<file path="config.mk">
export PLATFORM = sky130hd
export DESIGN_NAME = leaf_packet_tx
export DESIGN_NICKNAME = d
export VERILOG_FILES = /design/src/rtl/leaf_packet_tx.sv
export SDC_FILE = /design/constraint.sdc
export NUM_CORES = 1
export LEC_CHECK = 0
export ABC_AREA = 1
export BUFFER_PORTS_ARGS = -buffer_cell sky130_fd_sc_hd__buf_2
export CAP_MARGIN = 20
export CORE_UTILIZATION = 59
export CTS_CLUSTER_SIZE = 12
export DETAILED_ROUTE_END_ITERATION = 7
export PLACE_DENSITY_LB_ADDON = 0.3
export SLEW_MARGIN = 15
export SYNTH_ARGS = -nofsm -noshare
export SYNTH_HDL_FRONTEND = slang
export SYNTH_SLANG_ARGS = --single-unit
export TNS_END_PERCENT = 1
</file>
<file path="constraint.sdc">
create_clock -name clk -period 3.3 [get_ports clk]
set_input_delay 0.66 -clock clk [delete_from_list [all_inputs] [get_ports clk]]
set_output_delay 0.66 -clock clk [all_outputs]
set_load 0.05 [all_outputs]
</file>
<file path="src/rtl/leaf_packet_tx.sv">
// Leaf-side flit transmitter: encodes client requests, queues them, paces injection on router credits.
// Optional statistics counters are built when LEAF_TX_STATS_EN is defined.
module leaf_packet_tx #(
  parameter int          DWIDTH     = 16,
  parameter logic [3:0]  GROUP_ID   = 4'b1000,
  parameter logic [1:0]  LEAF_ID    = 2'b00,
  parameter int          FIFO_DEPTH = 8,
  parameter int          CREDITS    = 8,
  parameter int          GAP_CYCLES = 0
) (
  input  logic              clk,
  input  logic              reset,
  input  logic              req_valid,
  output logic              req_ready,
  input  logic [3:0]        req_group,
  input  logic [1:0]        req_leaf,
  input  logic [9:0]        req_payload,
  output logic [DWIDTH-1:0] tx_data,
  output logic              tx_valid,
  input  logic              credit_return,
  output logic [3:0]        credits_avail,
  output logic              drop_self,
  output logic [15:0]       tx_count,
  output logic [15:0]       stall_count
);
  localparam int         AW       = $clog2(FIFO_DEPTH);
  localparam logic [3:0] GAP_LAST = 4'((GAP_CYCLES > 0) ? GAP_CYCLES - 1 : 0);
  localparam logic [3:0] CRED_MAX = 4'(CREDITS);

  typedef enum logic [1:0] {IDLE, SEND, GAP} state_t;
  state_t state_q, state_d;

  logic [DWIDTH-1:0] mem [FIFO_DEPTH];
  logic [AW:0]       wr_ptr, rd_ptr;
  logic [3:0]        gap_cnt;
  logic              empty, full, accept, is_self, push_ok, push_fifo, pop;
  logic              may_go, launch, ret_ok;
  logic [DWIDTH-1:0] enc, head;

  assign empty     = (wr_ptr == rd_ptr);
  assign full      = (wr_ptr[AW] != rd_ptr[AW]) && (wr_ptr[AW-1:0] == rd_ptr[AW-1:0]);
  assign req_ready = !full;
  assign accept    = req_valid && req_ready;
  assign is_self   = ({req_group, req_leaf} == {GROUP_ID, LEAF_ID});
  assign push_ok   = accept && !is_self;
  assign enc       = {req_group, req_leaf, req_payload};
  // An empty queue lets the incoming flit bypass straight into the output register.
  assign head      = empty ? enc : mem[rd_ptr[AW-1:0]];
  assign pop       = launch && !empty;
  assign push_fifo = push_ok && !(launch && empty);
  assign ret_ok    = credit_return && (credits_avail != CRED_MAX || launch);

  always_comb begin
    state_d = state_q;
    may_go  = 1'b0;
    case (state_q)
      IDLE:    may_go = 1'b1;
      SEND:    may_go = (GAP_CYCLES == 0);
      GAP:     may_go = (gap_cnt == GAP_LAST);
      default: may_go = 1'b0;
    endcase
    launch = may_go && (!empty || push_ok) && (credits_avail != 4'd0);
    if (launch)
      state_d = SEND;
    else if (state_q == SEND && GAP_CYCLES > 0)
      state_d = GAP;
    else if (state_q == GAP && gap_cnt != GAP_LAST)
      state_d = GAP;
    else
      state_d = IDLE;
  end

  always_ff @(posedge clk or negedge reset) begin
    if (!reset) begin
      state_q       <= IDLE;
      gap_cnt       <= '0;
      wr_ptr        <= '0;
      rd_ptr        <= '0;
      tx_valid      <= 1'b0;
      tx_data       <= '0;
      drop_self     <= 1'b0;
      credits_avail <= CRED_MAX;
    end else begin
      state_q   <= state_d;
      tx_valid  <= launch;
      drop_self <= accept && is_self;
      if (launch)    tx_data <= head;
      if (push_fifo) wr_ptr  <= wr_ptr + 1'b1;
      if (pop)       rd_ptr  <= rd_ptr + 1'b1;
      if (state_q == SEND)     gap_cnt <= '0;
      else if (state_q == GAP) gap_cnt <= gap_cnt + 4'd1;
      case ({launch, ret_ok})
        2'b10:   credits_avail <= credits_avail - 4'd1;
        2'b01:   credits_avail <= credits_avail + 4'd1;
        default: credits_avail <= credits_avail;
      endcase
    end
  end

  always_ff @(posedge clk) begin
    if (push_fifo) mem[wr_ptr[AW-1:0]] <= enc;
  end

`ifdef LEAF_TX_STATS_EN
  always_ff @(posedge clk or negedge reset) begin
    if (!reset) begin
      tx_count    <= '0;
      stall_count <= '0;
    end else begin
      if (tx_valid) tx_count <= tx_count + 16'd1;
      if (!empty && credits_avail == 4'd0) stall_count <= stall_count + 16'd1;
    end
  end
`else
  assign tx_count    = '0;
  assign stall_count = '0;
`endif
endmodule

</file>
==> results of run 1 <==
==> kinds of logic (layout without fill, tap and decap cells) <==
logic type	Yosys count	count (layout)	synth area share
AOI/OAI and AO/OA	95	95	0.0674
xor gates and xnor gates	10	10	0.0153
adders and majority gates	12	12	0.0212
buffers and inverters	95	119	0.0761
DFF	163	163	0.635
other	1	32	0.000505
and+or+nand+nor	322	322	0.184
==> how the worst max path moves through the flow <==
stage / start / to / cells after the start
2_1_floorplan: state_q[0] / credits_avail[3] / 14
3_3_place_gp: req_leaf[0] / credits_avail[3] / 15
3_5_place_dp: req_leaf[0] / credits_avail[3] / 15
4_1_cts: gap_cnt[0] / credits_avail[3] / 16
5_1_grt: gap_cnt[0] / credits_avail[3] / 16
6_report: gap_cnt[0] / credits_avail[3] / 16
==> sequential cells by signal (all words and copies together), names as in the netlist <==
name / count
mem: 128
tx_data: 16
credits_avail: 4
gap_cnt: 4
rd_ptr: 4
wr_ptr: 4
state_q: 2
drop_self: 1
==> through the flow <==
stage          utilization  area, um^2  instances  hold slack, ps  setup WS, ps
2_1_floorplan            -        7550        729             364           570
3_3_place_gp         0.628        7640        889             462           544
3_5_place_dp         0.628        7640        889             470           445
4_1_cts              0.677        8240        921             344           466
5_1_grt              0.677        8240        921             375          54.4
6_report             0.677        8240        921             314           479
==> cell usage after synthesis (2+ instances only) <==
master,instances,area share
nand2_2,2,0.0017
buf_2,11,0.0074
nor2_1,99,0.050
buf_6,6,0.0091
edfxtp_1,128,0.52
o21ai_0,64,0.043
xnor2_1,3,0.0035
nand3_1,37,0.025
buf_4,35,0.035
o21ai_1,7,0.0047
nand2_4,2,0.0030
a21oi_1,20,0.013
dfrtp_1,34,0.11
nand3_2,8,0.011
inv_1,22,0.011
nand4_1,2,0.0017
clkbuf_1,13,0.0066
inv_2,5,0.0025
nand2_1,167,0.084
xor2_1,5,0.0059
ha_1,11,0.019
==> area by class of cell <==
type / count / area (um^2)
Clock buffer: 17 / 425
Tap cell: 168 / 210
Inverter: 28 / 108
Clock inverter: 15 / 173
Sequential cell: 163 / 4720
Fill cell: 871 / 3930
Timing Repair Buffer: 59 / 338
Multi-Input combinational cell: 471 / 2260
==> routing by layer <==
layer	vias to the layer above	GRT usage	wire [um]
met5	-	0	0
met4	0	0.101	283
met3	24	0.0667	1240
met2	233	0.407	7290
met1	2338	0.333	6280
li1	2362	-	-
==> power by group through the flow <==
stage                     combinational (W)  sequential, W  clock (W)
after CTS                           0.00371        0.00295    0.00200
final                               0.00371        0.00295    0.00198
after global routing                0.00413        0.00300    0.00210
after detailed placement            0.00367        0.00299          0
after global placement              0.00358        0.00297          0
after floorplan                     0.00252        0.00335          0
==> impl_metrics.tcl, run 1 <==
set metrics [dict create \
    drt_wl_total_um 15100 \
    arrival_time_at_the_worst_endpoint_ps 3160 \
    synth_cell_types 38 \
    layout-area-overhead-vs-synth_pct 10.8 \
    power_frac_seq 0.342 \
    placeableCoreArea_um2 12200 \
    worstMarginPinSlew_ps 793 \
    ctsRootBufferMaster "clkbuf_16" \
    r2r_cells 16 \
    maximum_number_of_pins_on_one_net_before_global_route_repair 68 \
    clock-sinks 163 \
    post_synth_inst_count 698 \
    run_status "completed" \
    avgViaCountPerCell 5.38 \
    internal_power_w 0.00489 \
    cts_buffer_depth 2 \
    nets 772 \
    leakagePower_nw 3.41 \
    power.share.switching 0.434 \
    rows 40 \
    htree_levels 4 \
    synth-seq-area-share 0.635 \
    timing_worst_setup_path_type "flip-flop to flip-flop" \
    floorplan.die.width_um 114 \
    i_o_pin_count 75 \
    end_kind "flip-flop" \
    min_period_over_period 0.855 \
    slew_headroom 0.471 \
    clock_latency_ps 430 \
    comb_power_share 0.429 \
    max_stage_delay_ps 390 \
    place.port_buffers 42 \
    start_util 0.611 \
    groute.usage.overall 0.254 \
    data_required_time_of_the_critical_path_ps 3640 \
    post_cts_hold_buffer_count 0 \
    mappedNetlistArea_um2 7430 \
    fp.dieH_um 114 \
    cpMostUsedCell "nand2_1" \
    worst_clock_skew_ps 9.45 \
    postCtsSetupBuffers 0 \
    layout_min_cycle_time_ps 2820 \
    timing.critical_path.fanout_max 8 \
    timing.setup.tns_ps 0 \
    reg2reg_setup_slack_ps 480 \
    clock.fmax_ghz 0.354 \
    wl_per_cell_um 16.4 \
    synth_edf_count 128 \
    die_footprint_um2 13000 \
    yosys_warnings 0 \
    setup_violations 0 \
    worst_path_dominant_cell_family "compound AO/OA/AOI/OAI gates" \
    detail_route.drc_violations 0 \
    grt_setup_unrepaired "false" \
    crit_path_start_kind "flip-flop" \
    hold_path.class "primary input to async pin" \
    share_of_layout_cells_above_drive_strength_1 0.157 \
    power_per_cell_area_nw_per_um2 1050 \
    critical-path-slowest-cell "dfrtp_1" \
    post_cts.resized_instances 0 \
    grt_first_pass_wirelength_um 24300 \
    detailedPlacementHpwl_um 8940 \
    synth_top_flop_cell "edfxtp_1" \
    syn_area_per_cell_um2 10.6 \
    gp_congestion 0.785 \
    via_count 4957 \
    synth-async-reset-ratio 0.215 \
    antenna_violating_nets_post_route 0 \
    globalRoute.totalOverflow 0 \
    finalMaxSlewViolations 0 \
    total_switching_power_w 0.00375 \
    crit_chain "inv_1 -> ha_1 -> nand2_1 -> nor2_1 -> nand2_1 -> a21oi_4 -> nand2_2 -> a21boi_0 -> ha_1 -> inv_1 -> ha_1 -> nand2_1 -> o21ai_0 -> xor2_1 -> nand2_1 -> o21ai_0" \
    hold_violations 0 \
    antenna-diode-count 0 \
    layout.cells.most_common "nand2_1" \
    dr.pass1.iters 5 \
    clock_edge_transition_at_the_registers_on_the_reported_setup_and_hold_paths_ps 70 \
    ir_worst_vdd_uv 719 \
    number_of_buffers_inserted_during_clock_tree_synthesis 17 \
    tritoncts "built" \
    power.share.clock 0.229 \
    terminus_of_the_critical_flop_to_flop_path "credits_avail[3]" \
    vias_in_the_first_global_route 4743 \
    synth.ff_latch_count 163 \
    layout_common_cells "nand2_1 (167), edfxtp_1 (128), nor2_1 (99)" \
    total_power_w 0.00865 \
    grt_antenna_before_repair 0 \
    startpoint_of_the_lowest_slack_register_to_register_path "gap_cnt[0]" \
    worst-path-buf-inv 2 \
    drtIter0Drc 402 \
    maxCapViolations 0 \
]
No activity file was read; power rests on OpenSTA's default activity.
==> run 2: changes to the inputs <==
--- a/config.mk
+++ b/config.mk
@@ -7,7 +7,8 @@
 export LEC_CHECK = 0
 export ABC_AREA = 1
 export BUFFER_PORTS_ARGS = -buffer_cell sky130_fd_sc_hd__buf_2
-export CAP_MARGIN = 20
+export CAP_MARGIN = 5
+export CORE_ASPECT_RATIO = 2
 export CORE_UTILIZATION = 59
 export CTS_CLUSTER_SIZE = 12
 export DETAILED_ROUTE_END_ITERATION = 7
==> run 2 against run 1 <==
Net effect:
- combinational power about the same
- clock skew about the same
- highest routed layer unchanged
- sequential cell count stayed put
==> impl_metrics.tcl, run 2 (same netlist as run 1, synthesis figures left out) <==
set metrics [dict create \
    groute.usage.overall 0.254 \
    hold_path.class "primary input to async pin" \
    rows 57 \
    gp_congestion 0.789 \
    clock-sinks 163 \
    crit_path_start_kind "flip-flop" \
    layout_min_cycle_time_ps 2880 \
    tritoncts "built" \
    cts_buffer_depth 2 \
    grt_antenna_before_repair 0 \
    place.port_buffers 42 \
    arrival_time_at_the_worst_endpoint_ps 3230 \
    power_per_cell_area_nw_per_um2 1040 \
    slew_headroom 0.477 \
    layout_common_cells "nand2_1 (167), edfxtp_1 (128), nor2_1 (99)" \
    n_fill_cell 904 \
    placeableCoreArea_um2 12200 \
    post_cts_hold_buffer_count 0 \
    nets 774 \
    wl_per_cell_um 17.1 \
    dr.pass1.iters 7 \
    hold_violations 0 \
    avgViaCountPerCell 5.54 \
    ir_worst_vdd_uv 761 \
    floorplan.die.width_um 81.4 \
    end_kind "flip-flop" \
    detailedPlacementHpwl_um 9650 \
    layout.cells.most_common "nand2_1" \
    worst_clock_skew_ps 9.14 \
    worstMarginPinSlew_ps 784 \
    postCtsSetupBuffers 0 \
    leakagePower_nw 3.42 \
    layout-area-overhead-vs-synth_pct 10.5 \
    timing.setup.tns_ps 0 \
    timing_worst_setup_path_type "flip-flop to flip-flop" \
    detail_route.drc_violations 0 \
    whs_ps 313 \
    clock.fmax_ghz 0.347 \
    largest_register_ffs 128 \
    globalRoute.totalOverflow 0 \
    grt_setup_unrepaired "false" \
    share_of_layout_cells_above_drive_strength_1 0.159 \
    antenna-diode-count 0 \
    drt_wl_total_um 15500 \
    maximum_number_of_pins_on_one_net_before_global_route_repair 68 \
    htree_levels 4 \
    run_status "completed" \
    total_power_w 0.00858 \
    i_o_pin_count 75 \
    timing.critical_path.fanout_max 13 \
    fp.dieH_um 161 \
    antenna_violating_nets_post_route 0 \
    vias_in_the_first_global_route 4880 \
    clock_edge_transition_at_the_registers_on_the_reported_setup_and_hold_paths_ps 70 \
    min_period_over_period 0.874 \
    data_required_time_of_the_critical_path_ps 3640 \
    grt_first_pass_wirelength_um 24100 \
    clock_latency_ps 420 \
    die_footprint_um2 13100 \
    number_of_buffers_inserted_during_clock_tree_synthesis 17 \
    dpl_worst_slack_ps 282 \
    finalMaxSlewViolations 0 \
    ctsRootBufferMaster "clkbuf_16" \
    setup_violations 0 \
    drtIter0Drc 400 \
    post_cts.resized_instances 0 \
    maxCapViolations 0 \
    start_util 0.609 \
    worst_slack_ps 415 \
    via_count 4998 \
]
run 2: cell count changes in the layout (fill, tap and decap cells not counted), sizes merged:
cell      before  now
clkinv         5    4
inv           35   38
clkinvlp       1    0
bufinv         2    1
buf           59   61
run 2: cell type report:
class	count	area, um^2	share of cell area
Sequential cell	163	4720	0.575
Multi-Input combinational cell	471	2260	0.275
Clock buffer	17	425	0.0518
Timing Repair Buffer	61	353	0.0430
Tap cell	147	184	0.0224
Clock inverter	15	160	0.0195
Inverter	28	108	0.0131
run 2: final timing paths:
check | from | end | slack, ps | depth (start not counted)
max | gap_cnt[0] | credits_avail[3] | 420 | 16
min | reset | tx_data[2] | 310 | 1
max reg2reg | gap_cnt[0] | credits_avail[3] | 420 | 16
min reg2reg | tx_data[9] | tx_data[9] | 480 | 2
max in group asynchronous | reset | rd_ptr[0] | 2450 | 1
min in group clk | tx_data[9] | tx_data[9] | 480 | 2
run 2: critical path: stages (launching register included):
cell,delay (ps)
dfrtp_1,390
inv_1,100
ha_1,150
nand2_1,50
nor2_1,120
nand2_1,100
a21oi_4,240
nand2_2,220
a21boi_0,230
ha_1,210
inv_1,90
ha_1,330
nand2_1,50
o21ai_0,200
xor2_1,170
nand2_1,60
o21ai_0,80
run 2: layer usage:
layer,up-vias,part of all wire,global-route usage
met3,51,0.069,0.0511
met4,0,0.035,0.123
met1,2351,0.37,0.295
li1,2361,-,-
met5,-,0,0
met2,235,0.53,0.434
run 2: power breakdown:
group | internal, W | leakage (nW) | total, W | switching [W]
clock network | 0.00107 | 0.289 | 0.00192 | 0.000851
logic | 0.00107 | 1.54 | 0.00372 | 0.00266
registers | 0.00269 | 1.59 | 0.00293 | 0.000237
total | 0.00483 | 3.42 | 0.00858 | 0.00374
run 2: stage by stage:
stage | std cells | instance area, um^2 | utilization
after floorplan | 729 | 7550 | -
after global placement | 870 | 7630 | 0.625
after detailed placement | 870 | 7630 | 0.625
after CTS | 902 | 8210 | 0.673
after global routing | 902 | 8210 | 0.673
final | 902 | 8210 | 0.673
